===== src/rtl/v35_intc.sv =====
// External interrupt controller for the V35 core: synchronised active-low pins,
// per-channel mask/mode/priority, nested in-service tracking and vectored acknowledge.
module v35_intc #(
  parameter int NUM_CH      = 3,
  parameter int SYNC_STAGES = 2
) (
  input  logic              clk,
  input  logic              reset,
  input  logic              ce,
  input  logic [NUM_CH-1:0] n_intp,
  input  logic              reg_wr,
  input  logic [3:0]        reg_addr,
  input  logic [7:0]        reg_wdata,
  output logic [7:0]        reg_rdata,
  output logic              irq_req,
  input  logic              irq_ack,
  output logic [7:0]        irq_vector,
  input  logic              eoi
);

  logic [NUM_CH-1:0] sync [SYNC_STAGES];
  logic [NUM_CH-1:0] mask, mode, latch, in_service;
  logic [2:0]        prio [NUM_CH];
  logic [7:0]        vec_base;

  logic [NUM_CH-1:0] fall, request, eligible, win_oh, eoi_oh, wr_ch, wr_clr, clr;
  logic [2:0]        win_idx, win_prio, top_prio;
  logic              any_elig, any_is, ack_taken, ack_go, eoi_go, wr_vec;

  // Pin synchroniser, idles high
  always_ff @(posedge clk or posedge reset) begin
    if (reset) begin
      for (int s = 0; s < SYNC_STAGES; s++) sync[s] <= '1;
    end else if (ce) begin
      sync[0] <= n_intp;
      for (int s = 1; s < SYNC_STAGES; s++) sync[s] <= sync[s-1];
    end
  end

  // The falling edge is seen one stage early so the latch sets together with the last stage
  assign fall    = sync[SYNC_STAGES-1] & ~sync[SYNC_STAGES-2];
  assign request = (mode & ~sync[SYNC_STAGES-1]) | (~mode & latch);

  always_comb begin
    any_is   = 1'b0;
    top_prio = 3'd7;
    eoi_oh   = '0;
    for (int i = 0; i < NUM_CH; i++) begin
      if (in_service[i] && (!any_is || prio[i] < top_prio)) begin
        any_is   = 1'b1;
        top_prio = prio[i];
        eoi_oh   = '0;
        eoi_oh[i] = 1'b1;
      end
    end
    for (int i = 0; i < NUM_CH; i++)
      eligible[i] = request[i] & ~mask[i] & (!any_is || prio[i] < top_prio);
  end

  // Lowest priority value wins; strict compare keeps the lowest index on ties
  always_comb begin
    any_elig = 1'b0;
    win_prio = 3'd7;
    win_idx  = '0;
    win_oh   = '0;
    for (int i = 0; i < NUM_CH; i++) begin
      if (eligible[i] && (!any_elig || prio[i] < win_prio)) begin
        any_elig = 1'b1;
        win_prio = prio[i];
        win_idx  = 3'(i);
      end
    end
    for (int i = 0; i < NUM_CH; i++)
      win_oh[i] = any_elig && (win_idx == 3'(i));
  end

  always_comb begin
    for (int i = 0; i < NUM_CH; i++) begin
      wr_ch[i]  = reg_wr && (reg_addr == 4'(i));
      wr_clr[i] = wr_ch[i] && reg_wdata[5];
    end
  end

  assign wr_vec    = reg_wr && (reg_addr == 4'(NUM_CH));
  assign ack_taken = irq_ack & irq_req;
  assign ack_go    = ack_taken & any_elig;
  assign eoi_go    = eoi & any_is;
  assign clr       = (ack_go ? win_oh : '0) | wr_clr;

  always_ff @(posedge clk or posedge reset) begin
    if (reset) begin
      mask     <= '1;
      mode     <= '0;
      vec_base <= '0;
      for (int i = 0; i < NUM_CH; i++) prio[i] <= 3'd7;
    end else if (ce) begin
      for (int i = 0; i < NUM_CH; i++) begin
        if (wr_ch[i]) begin
          mask[i] <= reg_wdata[0];
          mode[i] <= reg_wdata[1];
          prio[i] <= reg_wdata[4:2];
        end
      end
      if (wr_vec) vec_base <= reg_wdata;
    end
  end

  // A new edge beats a same-cycle clear; level mode keeps the latch empty
  always_ff @(posedge clk or posedge reset) begin
    if (reset) begin
      latch      <= '0;
      in_service <= '0;
      irq_req    <= 1'b0;
      irq_vector <= '0;
    end else if (ce) begin
      latch      <= ~mode & ((latch & ~clr) | fall);
      in_service <= (in_service & ~(eoi_go ? eoi_oh : '0)) | (ack_go ? win_oh : '0);
      irq_req    <= ack_taken ? 1'b0 : any_elig;
      if (ack_go) irq_vector <= vec_base + {5'd0, win_idx};
    end
  end

  always_comb begin
    reg_rdata = '0;
    for (int i = 0; i < NUM_CH; i++) begin
      if (reg_addr == 4'(i))
        reg_rdata = {in_service[i], request[i], 1'b0, prio[i], mode[i], mask[i]};
    end
    if (reg_addr == 4'(NUM_CH)) reg_rdata = vec_base;
  end

endmodule


===== config.mk =====
export PLATFORM = sky130hd
export DESIGN_NAME = v35_intc
export DESIGN_NICKNAME = d
export VERILOG_FILES = /design/src/rtl/v35_intc.sv
export SDC_FILE = /design/constraint.sdc
export NUM_CORES = 1
export LEC_CHECK = 0
export ABC_AREA = 1
export CORE_UTILIZATION = 55
export DETAILED_ROUTE_END_ITERATION = 10
export PLACE_DENSITY = 0.82
export SYNTH_ARGS = -nofsm -noshare
export SYNTH_HDL_FRONTEND = slang
export SYNTH_SLANG_ARGS = --single-unit

===== constraint.sdc =====
create_clock -name clk -period 7.8 [get_ports clk]
set_input_delay 0.78 -clock clk [delete_from_list [all_inputs] [get_ports clk]]
set_output_delay 0.78 -clock clk [all_outputs]
set_load 0.03 [all_outputs]

==> impl_results.md <==
* Status: complete, no violations
* Comb pwr share at 51.6%
* Overall track demand over capacity in global routing at 29.0%
* Crit path required time at 8.02 ns
* Switching share of total power at 45.5%
* Distinct cells, synth at 30
* Hold_buf cts at 0
* Launch point of the worst reg-to-reg path: in_service[0]
* Part of the total power dissipated in sequential elements at 34.2%
* Number of antenna violations at the first check in global routing at 0
* Core ar. at 0.00485 mm^2
* Mean instance size in the synthesized netlist at 7.28 um^2
* Share of cells above drive strength 1 at 13.7%
* Number of nets in the layout at 462
* Count of antenna-violating nets left after detailed routing at 0
* Drt first pass iters at 4
* Clock latency at the later pin of the worst-skew pair at 0.29 ns
* Transition time of the tightest slew-check pin at 0.674 ns
* Mean routed wirelength per cell at 14.3 um
* Clock buffer count from CTS at 5
* Total leakage power at 1.67 nW
* Cell area after layout at 0.00337 mm^2
* Number of antenna diodes at 0
* Io pins at 38
* Crit path capture type: flip-flop
* Global-route wire length before repair at 11800 um
* Reg2reg end: irq_vector[6]
* Pin count of the biggest net entering global routing at 45
* Number of H-tree levels at 2
* Total number of vias at 2676
* Cell seen most often among critical-path stages: sky130_fd_sc_hd__nand2_1
* Number of cells produced by synthesis at 388
* Initial Utilization at 58.3%
* CTS Root Cell: sky130_fd_sc_hd__clkbuf_8
* Total area of multi-input combinational cells at 0.00145 mm^2
* Start point of the worst hold path: irq_vector[3]
* Post-Syn Nets at 421
* Largest clock skew in the final design at 0.00352 ns
* Cells resized by post-CTS repair at 0
* Netlist Area Pre-Place at 0.00283 mm^2
* Setup slack, reg-to-reg at 1.27 ns
* Finish-stage setup viols at 0
* Register area at 0.00112 mm^2
* Critical path class: reg2reg
* Crit path DAT at 6.75 ns
* Max transition margin at 54.9%
* Die area at 0.00543 mm^2
* Total DRC errors in the routed layout at 0
* Reported net switching power at 481 uW
* CTS tree: built
* Worst Reg-to-Reg Cells at 49
* Via count normalized by instance count at 5.38
* Die Y at 73.7 um
* Element type at the critical path start: flip-flop
* Setup repair after global routing missed its margin: no
* Share of the yosys chip area belonging to registers at 39.8%
* Chip Width at 73.7 um
* Fin crit share at 83.8%
* Total count of max-transition violations in the final report at 0
* Num Clock Sinks at 44
* Area growth from synthesis to layout at 19.1%
* Total negative setup slack at 0 ns
* # fillers at 405
* Number of max-capacitance violations reported at 0
* Number of setup buffers added after CTS at 0
* Worst min-delay path class: reg2reg
* Internal power of the cells at 576 uW
* Slowest cell on crit path: sky130_fd_sc_hd__dfrtp_1
* Number of global-route vias before repair at 2456
* Clock tree buffer depth at 2
* Minimum period implied by the final worst setup slack at 6.53 ns
* Instance area after placement at 0.00327 mm^2
* First element of the critical path: in_service[0]
* Total global routing overflow at 0
* Portion of total power attributed to the clock network at 14.2%
* Number of storage elements in the synthesis netlist at 44
* Total Wirelength at 7130 um
* GP Congestion at 0.913
* Power density cells at 314 mW/mm^2
* Cell depth of the worst hold path at 2
* Longest individual stage delay on the worst path at 0.46 ns
* Max Fclk at 0.153 GHz
* Detailed placement HPWL at 5370 um
* Worst IR Drop VDD at 0.160 mV
* Maximum fanout encountered on the critical timing path at 7
* Std-Cell Rows at 25
* Number of design-rule violations left by the first detailed-router iteration at 186
* Synthesis Warnings at 0
* Clock slew at reported path FFs at 0.08 ns
* Port-buffer cells at 37
* Hold Violations, Final at 0
* Worst hold path endpoint: irq_vector[3]
-- synthesized netlist by cell type --
cell type | number | share of area [%]
sky130_fd_sc_hd__mux2_2 | 2 | 0.80
sky130_fd_sc_hd__buf_2 | 1 | 0.18
sky130_fd_sc_hd__or2_2 | 1 | 0.22
sky130_fd_sc_hd__a22o_1 | 1 | 0.31
sky130_fd_sc_hd__o211ai_1 | 1 | 0.27
sky130_fd_sc_hd__nor3_1 | 3 | 0.53
sky130_fd_sc_hd__inv_1 | 57 | 7.6
sky130_fd_sc_hd__nand4_1 | 2 | 0.44
sky130_fd_sc_hd__nor3b_1 | 1 | 0.27
sky130_fd_sc_hd__o21ai_0 | 33 | 5.8
sky130_fd_sc_hd__o21ai_1 | 5 | 0.89
sky130_fd_sc_hd__o21bai_2 | 1 | 0.40
sky130_fd_sc_hd__nand2_1 | 123 | 16
sky130_fd_sc_hd__clkbuf_1 | 3 | 0.40
sky130_fd_sc_hd__dfstp_2 | 18 | 17
sky130_fd_sc_hd__fa_1 | 1 | 0.71
sky130_fd_sc_hd__o31ai_1 | 2 | 0.53
sky130_fd_sc_hd__nor2_1 | 24 | 3.2
sky130_fd_sc_hd__nand2_2 | 11 | 2.4
sky130_fd_sc_hd__a21oi_1 | 8 | 1.4
sky130_fd_sc_hd__xor2_1 | 5 | 1.5
sky130_fd_sc_hd__o2111ai_1 | 7 | 2.2
sky130_fd_sc_hd__nand3_2 | 4 | 1.4
sky130_fd_sc_hd__dfrtp_1 | 26 | 23
sky130_fd_sc_hd__o22ai_1 | 2 | 0.44
sky130_fd_sc_hd__inv_2 | 7 | 0.93
sky130_fd_sc_hd__ha_1 | 11 | 4.9
sky130_fd_sc_hd__nand3_1 | 21 | 3.7
sky130_fd_sc_hd__nor2_2 | 2 | 0.44
sky130_fd_sc_hd__nand2_4 | 5 | 2.0
-- sequential cells by signal (all words and copies together) (netlist names) --
name	count
irq_req	1
in_service	3
mode	3
mask	3
irq_vector	8
prio	9
latch	3
sync	6
vec_base	8
-- through the flow --
stage                     instances  hold slack (ns)  power, mW  util (%)  setup slack, ns
after floorplan                 388            0.451      0.746         -             2.08
after global placement          489            0.459      0.885      67.5             1.65
after detailed placement        489            0.459      0.901      67.5             1.42
after CTS                       497            0.479       1.06      69.4             1.35
after global routing            497            0.502       1.14      69.4            0.661
final                           497            0.474       1.06      69.4             1.27
-- area by class of cell --
cell class | count | area share [%]
multi-input combinational | 276 | 43.0
sequential | 44 | 33.4
timing repair buffer | 38 | 11.2
inverter | 64 | 7.14
clock buffer | 7 | 2.57
tap | 67 | 2.49
clock inverter | 1 | 0.223
-- cell families (layout without fill, tap and decap cells) --
group / Yosys count / in the layout / synth area share [%]
buffers and inverters: 68 / 110 / 9.07
adders and majority gates: 12 / 12 / 5.58
muxes: 2 / 2 / 0.797
AOI/OAI and AO/OA: 60 / 60 / 12.3
DFF: 44 / 44 / 39.8
xor gates and xnor gates: 5 / 5 / 1.55
and+or+nand+nor: 197 / 197 / 31.0
-- worst max-delay path by stage --
stage / to / slack [ns] / depth (start not counted)
after floorplan: irq_vector[6] / 2.08 / 49
after global placement: irq_vector[6] / 1.65 / 49
after detailed placement: irq_vector[6] / 1.42 / 49
after CTS: irq_vector[6] / 1.35 / 49
after global routing: irq_vector[6] / 0.66 / 49
final: irq_vector[6] / 1.27 / 49
-- power by group through the flow --
stage	clock (mW)	sequential, mW	combinational, mW
final	0.150	0.362	0.545
after global routing	0.160	0.371	0.606
after CTS	0.154	0.361	0.541
after detailed placement	0	0.364	0.537
after global placement	0	0.363	0.522
after floorplan	0	0.386	0.360
-- cells in the final DEF, fill, tap and decap left out, drive strengths merged --
master         instances
dfstp                 18
o31ai                  2
o211ai                 1
nor3                   3
o22ai                  2
mux2                   2
nor3b                  1
clkbuf                 7
nor2                  26
nand4                  2
nand2                139
clkinvlp               1
o21bai                 1
or2                    1
nand3                 25
dfrtp                 26
o21ai                 38
buf                    1
a21oi                  8
a22o                   1
fa                     1
ha                    11
o2111ai                7
inv                   64
xor2                   5
clkdlybuf4s50         37
-- metal layers --
| layer | share of wire [%] | track usage [%] | wire length [um] |
|---|---|---|---|
| met1 | 44 | 39.5 | 3140 |
| met2 | 47 | 46.2 | 3380 |
| met3 | 6.2 | 4.53 | 439 |
| met4 | 2.3 | 11.5 | 165 |
| met5 | 0 | 0 | 0 |
-- critical path: cells and delay by family, from the launching register on --
| family | cells | cell delay (ns) |
|---|---|---|
| DFF | 1 | 0.46 |
| buffers and inverters | 7 | 0.39 |
| and+or+nand+nor | 28 | 2.36 |
| AOI/OAI and AO/OA | 6 | 1.07 |
| xor gates and xnor gates | 1 | 0.16 |
| adders and majority gates | 7 | 2.01 |
Power figures use the tool's default switching activity.
